File: src/rtl/ro_meter_pkg.sv
// Shared types and constants for the ring-oscillator
// configuration loader and frequency meter.
package ro_meter_pkg;

  typedef enum logic [2:0] {
    ST_IDLE,
    ST_SHIFT,
    ST_HOLD,
    ST_MEASURE,
    ST_DONE
  } state_t;

  localparam int HOLD_CYCLES = 4;

  typedef enum logic [2:0] {
    SRC_DIV_CLK = 3'd0,
    SRC_XOR3    = 3'd1,
    SRC_XOR5    = 3'd2,
    SRC_XOR1    = 3'd3,
    SRC_XOR2    = 3'd4,
    SRC_NAND5   = 3'd5,
    SRC_NOR5    = 3'd6,
    SRC_ADD5    = 3'd7
  } clk_src_e;

endpackage

File: src/rtl/sync_edge_detect.sv
// Two-flop synchronizer; with EDGE set, q is a one-cycle
// rising-edge pulse, otherwise q is the synchronized level.
module sync_edge_detect #(
  parameter bit EDGE = 1'b1
) (
  input  logic clk,
  input  logic rst_n,
  input  logic d,
  output logic q
);

  logic s1_q;
  logic s2_q;

  always_ff @(posedge clk) begin
    if (!rst_n) begin
      s1_q <= 1'b0;
      s2_q <= 1'b0;
    end else begin
      s1_q <= d;
      s2_q <= s1_q;
    end
  end

  if (EDGE) begin : g_edge
    logic s3_q;
    always_ff @(posedge clk) begin
      if (!rst_n) s3_q <= 1'b0;
      else        s3_q <= s2_q;
    end
    assign q = s2_q & ~s3_q;
  end else begin : g_level
    assign q = s2_q;
  end

endmodule

File: src/rtl/ro_cfg_loader_meter.sv
// Shifts a config word into an RO tile, releases its reset for a
// gate window and counts synchronized tap rising edges.
module ro_cfg_loader_meter
  import ro_meter_pkg::*;
#(
  parameter int CFG_W  = 12,
  parameter int DIV    = 4,
  parameter int GATE_W = 16,
  parameter int CNT_W  = 16
) (
  input  logic              clk,
  input  logic              rst_n,
  input  logic              start,
  input  logic [CFG_W-1:0]  cfg_word,
  input  logic [2:0]        clk_src,
  input  logic [GATE_W-1:0] gate_cycles,
  output logic              busy,
  output logic              done,
  output logic [CNT_W-1:0]  freq_count,
  output logic              echo_ok,
  output logic              shift_clk,
  output logic              shift_dta,
  output logic [2:0]        clk_source,
  output logic              dut_rst,
  input  logic              dut_tap,
  input  logic              dut_echo
);

  localparam int PH_W = $clog2(2 * DIV);
  localparam int BW   = (CFG_W > 1) ? $clog2(CFG_W) : 1;
  localparam int HC_W = $clog2(HOLD_CYCLES);
  localparam logic [PH_W-1:0] PH_LAST = PH_W'(2 * DIV - 1);
  localparam logic [PH_W-1:0] PH_HI   = PH_W'(DIV);
  localparam logic [HC_W-1:0] HC_LAST = HC_W'(HOLD_CYCLES - 1);

  logic tap_rise;
  logic echo_s;

  sync_edge_detect #(.EDGE(1'b1)) u_tap (
    .clk   (clk),
    .rst_n (rst_n),
    .d     (dut_tap),
    .q     (tap_rise)
  );

  sync_edge_detect #(.EDGE(1'b0)) u_echo (
    .clk   (clk),
    .rst_n (rst_n),
    .d     (dut_echo),
    .q     (echo_s)
  );

  state_t              state_q, state_d;
  logic [CFG_W-1:0]    cfg_q, cfg_d;
  logic [GATE_W-1:0]   gate_q, gate_d;
  logic [GATE_W-1:0]   gc_q, gc_d;
  logic [CNT_W-1:0]    cnt_q, cnt_d;
  logic [PH_W-1:0]     ph_q, ph_d;
  logic [BW-1:0]       bit_q, bit_d;
  logic [HC_W-1:0]     hc_q, hc_d;
  logic                busy_q, busy_d;
  logic                done_q, done_d;
  logic [CNT_W-1:0]    freq_q, freq_d;
  logic                echo_ok_q, echo_ok_d;
  logic                sclk_q, sclk_d;
  logic                sdta_q, sdta_d;
  logic [2:0]          src_q, src_d;
  logic                drst_q, drst_d;

  always_comb begin
    state_d   = state_q;
    cfg_d     = cfg_q;
    gate_d    = gate_q;
    gc_d      = gc_q;
    cnt_d     = cnt_q;
    ph_d      = ph_q;
    bit_d     = bit_q;
    hc_d      = hc_q;
    busy_d    = busy_q;
    done_d    = 1'b0;
    freq_d    = freq_q;
    echo_ok_d = echo_ok_q;
    sclk_d    = sclk_q;
    sdta_d    = sdta_q;
    src_d     = src_q;
    drst_d    = drst_q;
    unique case (state_q)
      ST_IDLE: begin
        if (start) begin
          state_d = ST_SHIFT;
          cfg_d   = cfg_word;
          gate_d  = gate_cycles;
          src_d   = clk_src;
          cnt_d   = '0;
          ph_d    = '0;
          bit_d   = BW'(CFG_W - 1);
          busy_d  = 1'b1;
          sclk_d  = 1'b0;
          sdta_d  = cfg_word[CFG_W-1];
          drst_d  = 1'b1;
        end
      end
      ST_SHIFT: begin
        if (ph_q == PH_LAST) begin
          ph_d   = '0;
          sclk_d = 1'b0;
          if (bit_q == '0) begin
            state_d = ST_HOLD;
            hc_d    = '0;
          end else begin
            bit_d  = bit_q - BW'(1);
            sdta_d = cfg_q[bit_q - BW'(1)];
          end
        end else begin
          ph_d   = ph_q + PH_W'(1);
          sclk_d = (ph_q + PH_W'(1)) >= PH_HI;
        end
      end
      ST_HOLD: begin
        hc_d = hc_q + HC_W'(1);
        if (hc_q == HC_LAST) begin
          echo_ok_d = (echo_s == cfg_q[CFG_W-1]);
          gc_d      = '0;
          if (gate_q == '0) begin
            state_d = ST_DONE;
            done_d  = 1'b1;
            busy_d  = 1'b0;
            freq_d  = cnt_q;
          end else begin
            state_d = ST_MEASURE;
            drst_d  = 1'b0;
          end
        end
      end
      ST_MEASURE: begin
        if (tap_rise && cnt_q != '1) cnt_d = cnt_q + CNT_W'(1);
        gc_d = gc_q + GATE_W'(1);
        if (gc_q == gate_q - GATE_W'(1)) begin
          state_d = ST_DONE;
          done_d  = 1'b1;
          busy_d  = 1'b0;
          drst_d  = 1'b1;
          freq_d  = cnt_d;
        end
      end
      ST_DONE: state_d = ST_IDLE;
      default: state_d = ST_IDLE;
    endcase
  end

  always_ff @(posedge clk) begin
    if (!rst_n) begin
      state_q   <= ST_IDLE;
      cfg_q     <= '0;
      gate_q    <= '0;
      gc_q      <= '0;
      cnt_q     <= '0;
      ph_q      <= '0;
      bit_q     <= '0;
      hc_q      <= '0;
      busy_q    <= 1'b0;
      done_q    <= 1'b0;
      freq_q    <= '0;
      echo_ok_q <= 1'b0;
      sclk_q    <= 1'b0;
      sdta_q    <= 1'b0;
      src_q     <= '0;
      drst_q    <= 1'b1;
    end else begin
      state_q   <= state_d;
      cfg_q     <= cfg_d;
      gate_q    <= gate_d;
      gc_q      <= gc_d;
      cnt_q     <= cnt_d;
      ph_q      <= ph_d;
      bit_q     <= bit_d;
      hc_q      <= hc_d;
      busy_q    <= busy_d;
      done_q    <= done_d;
      freq_q    <= freq_d;
      echo_ok_q <= echo_ok_d;
      sclk_q    <= sclk_d;
      sdta_q    <= sdta_d;
      src_q     <= src_d;
      drst_q    <= drst_d;
    end
  end

  assign busy       = busy_q;
  assign done       = done_q;
  assign freq_count = freq_q;
  assign echo_ok    = echo_ok_q;
  assign shift_clk  = sclk_q;
  assign shift_dta  = sdta_q;
  assign clk_source = src_q;
  assign dut_rst    = drst_q;

endmodule

File: config.mk
export PLATFORM = sky130hd
export DESIGN_NAME = ro_cfg_loader_meter
export DESIGN_NICKNAME = d
export VERILOG_FILES = /design/src/rtl/ro_meter_pkg.sv /design/src/rtl/sync_edge_detect.sv /design/src/rtl/ro_cfg_loader_meter.sv
export SDC_FILE = /design/constraint.sdc
export NUM_CORES = 1
export LEC_CHECK = 0
export CORE_MARGIN = 3
export CORE_UTILIZATION = 55
export DETAILED_ROUTE_END_ITERATION = 6
export GPL_TIMING_DRIVEN = 0
export PLACE_DENSITY = 0.91
export SLEW_MARGIN = 15
export SYNTH_ARGS = -nofsm -noshare
export SYNTH_HDL_FRONTEND = slang
export SYNTH_SLANG_ARGS = --single-unit
File: constraint.sdc
create_clock -name clk -period 3.2 [get_ports clk]
set_clock_uncertainty 0.05 [all_clocks]
set_input_delay 0.64 -clock clk [delete_from_list [all_inputs] [get_ports clk]]
set_output_delay 0.64 -clock clk [all_outputs]
set_load 0.02 [all_outputs]
==> out/qor.yml <==
reg2reg_slack_ns: 0.07
route.vias.total: 5064
start_util: 0.576
max_freq_mhz: 320
cap_violations: 0
finalHoldViolations: 0
wirelength_um: 13500
drive_gt1_frac: 0.0687
ys_warn_count: 0
cts_buffers: 9
syn_area_um2: 5100
arrival_ns: 3.32
leakage_uw: 0.00204
design.die.area_um2: 10500
yosys_most_used_dff: "dfxtp_1"
fin_crit_ns: 3.13
placed_cells: 799
grt_use_met1: 0.333
gp_congestion: 0.920
drc: 0
die_w_um: 102
dp_hpwl_um: 9430
wire_per_inst_um: 16.4
portBuffers: 60
syn_area_per_cell_um2: 8.08
p_sw_uw: 688
p_comb_frac: 0.151
clock_latency_ns: 0.38
io_pins: 61
diodes: 0
vdd_ir_drop_max_mv: 0.353
die_y_um: 102
crit_type: "reg -> reg"
core_um2: 8850
final_cells: 821
grt_start_max_net_pins: 17
antenna_found_initial: 0
drv_slew: 0
netlist_instances: 631
seqPwrFrac: 0.541
clockBufferDepth: 2
rr_worst_depth: 11
power_frac_clock: 0.308
synthArstFlopShare: 0
power_uw: 2450
cts_root_buf: "clkbuf_8"
hold_depth: 1
status: "completed"
grt_use_met3: 0.0457
crit_fanout: 10
timing.final.crit_share: 0.978
hold_buffers: 0
drt_iter0_drc: 520
htree_levels: 3
met2_usage: 0.441
nets: 752
cts.sinks: 101
drt_first_pass_iters: 6
p_per_area_nw_per_um2: 404
overflow: 0
worstSetupEndpointType: "flop"
area_growth_pct: 19.0
num_rows: 34
synth_edf_count: 0
min_path_type: "reg -> reg"
ant_nets: 0
grt_pass1_vias: 4856
power.share.switching: 0.280
worst_slew_pin_slew_ns: 0.713
yosysSeqAreaShare: 0.396
synth_nets: 675
grt_pass1_wl_um: 22200
maxSlewHeadroom: 0.523
grt_usage: 0.264
p_int_uw: 1770
setup_viol: 0
vias_per_cell: 6.17
busiest_layer: "met2"
clk_pin_slew_ns: 0.10
cts_tree: "built"
startpoint_type: "flop"
critPathRequiredTime_ns: 3.39
ys_ff_latch: 101
synth_cell_types: 59
==> repair_timing <==
action	4_1_cts	5_1_grt
setup endpoints to repair	12	17
gates resized for setup	0	7
pin swaps	1	2
buffers inserted	5	1
cloned	0	0
==> placed cells by master (no fill, tap or decap), types with 7 or more instances in the layout <==
master	instances
xor2_1	11
inv_1	12
nor3_1	12
o21ai_0	16
xnor2_1	26
clkbuf_1	38
a21oi_1	74
ha_1	8
and2_1	9
clkdlybuf4s50_1	60
a31oi_1	7
o211ai_1	7
a211oi_1	21
nand4_1	10
dfxtp_1	99
nand2_1	97
nor2_1	60
clkbuf_8	10
nand3_1	25
==> through the flow <==
step                      hold slack [ns]  setup TNS, ns  worst slack (ns)  area (um2)  utilization
after detailed placement            0.374         -0.718           -0.0957        5840        0.660
final                               0.392              0            0.0711        6070        0.686
after CTS                           0.396              0            0.0865        6050        0.684
after global routing                0.417        -0.0117           -0.0117        6070        0.686
after floorplan                     0.362              0             0.414        5100            -
after global placement              0.366         -0.118           -0.0153        5840        0.660
==> critical path: stages, from the launching register on <==
cell and delay (ns):
dfxtp_2 0.41, inv_1 0.06, ha_1 0.30, xor2_1 0.15
o311ai_0 0.22, nor4b_1 0.36, nand4_1 0.12, or4_4 0.47
o21ai_4 0.23, nor3b_4 0.35, buf_6 0.20, a211oi_1 0.08
==> state kept, by name (all words and copies together) (netlist names) <==
name / flops
bit_q: 4
busy: 1
cfg_q: 12
clk_source: 3
cnt_q: 16
done: 1
dut_rst: 1
echo_ok: 1
freq_count: 16
gate_q: 16
gc_q: 16
hc_q: 2
ph_q: 2
shift_clk: 1
shift_dta: 1
state_q: 3
u_echo.q: 1
u_echo.s1_q: 1
u_tap.g_edge.s3_q: 1
u_tap.s1_q: 1
u_tap.s2_q: 1
==> final timing paths <==
check | to | start
max | freq_count[15]$_SDFFE_PN0P_ | gate_q[0]$_SDFFE_PN0P_
min | u_tap.s2_q$_SDFF_PN0_ | u_tap.s1_q$_SDFF_PN0_
max reg2reg | freq_count[15]$_SDFFE_PN0P_ | gate_q[0]$_SDFFE_PN0P_
min reg2reg | u_tap.s2_q$_SDFF_PN0_ | u_tap.s1_q$_SDFF_PN0_
==> kinds of logic (layout without fill, tap and decap cells) <==
logic type               Yosys count  count (layout)  share of synthesized area
XOR/XNOR                          37              37                     0.0635
adder cells (fa/ha/maj)            8               8                     0.0196
AND/OR/NAND/NOR                  263             263                      0.256
buffers and inverters             54             136                     0.0419
flip-flops                       101             101                      0.396
multiplexers                      11              11                     0.0297
AO/OA/AOI/OAI                    157             157                      0.193
==> layer usage <==
layer | share of wire | vias up
met3 | 0.071 | 59
met5 | 0 | -
li1 | - | 2388
met2 | 0.50 | 252
met4 | 0.039 | 0
met1 | 0.39 | 2365
==> cells in the mapped netlist, drive strengths merged (4+ instances only) <==
library cell / instances / area share
a311oi: 6 / 0.010
a21oi: 74 / 0.073
inv: 12 / 0.0088
nand4: 10 / 0.012
a211oi: 21 / 0.031
nor3b: 4 / 0.010
nor2b: 4 / 0.0049
buf: 4 / 0.0051
o21ai: 18 / 0.020
ha: 8 / 0.020
nor2: 61 / 0.045
nor4: 4 / 0.011
nand3: 26 / 0.026
or2: 5 / 0.0061
or3: 4 / 0.0049
nand2b: 4 / 0.0049
nand2: 98 / 0.073
o21a: 4 / 0.0059
a22oi: 4 / 0.0059
clkbuf: 37 / 0.027
a31oi: 7 / 0.0086
o211ai: 7 / 0.010
nor3: 12 / 0.012
mux2i: 5 / 0.0098
xor2: 11 / 0.019
and2: 10 / 0.012
dfxtp: 101 / 0.40
xnor2: 26 / 0.045
a221oi: 4 / 0.0069
==> power by group through the flow <==
stage / Sequential, uW / Clock (uW) / Combinational (uW)
6_report: 1330 / 756 / 371
5_1_grt: 1330 / 804 / 407
4_1_cts: 1330 / 752 / 362
3_5_place_dp: 1360 / 0 / 358
3_3_place_gp: 1350 / 0 / 343
2_1_floorplan: 1350 / 0 / 240
==> cell type report <==
type                    instances  area, um2
plain buffers                  41        166
clock buffers                  12        145
clock inverters                 4       32.5
fillers                       677       2780
inverters                      13       48.8
multi-input cells             476       2870
flip-flops and latches        101       2020
well taps                     108        135
repair buffers                 66        646
No activity file was read; power rests on OpenSTA's default activity.
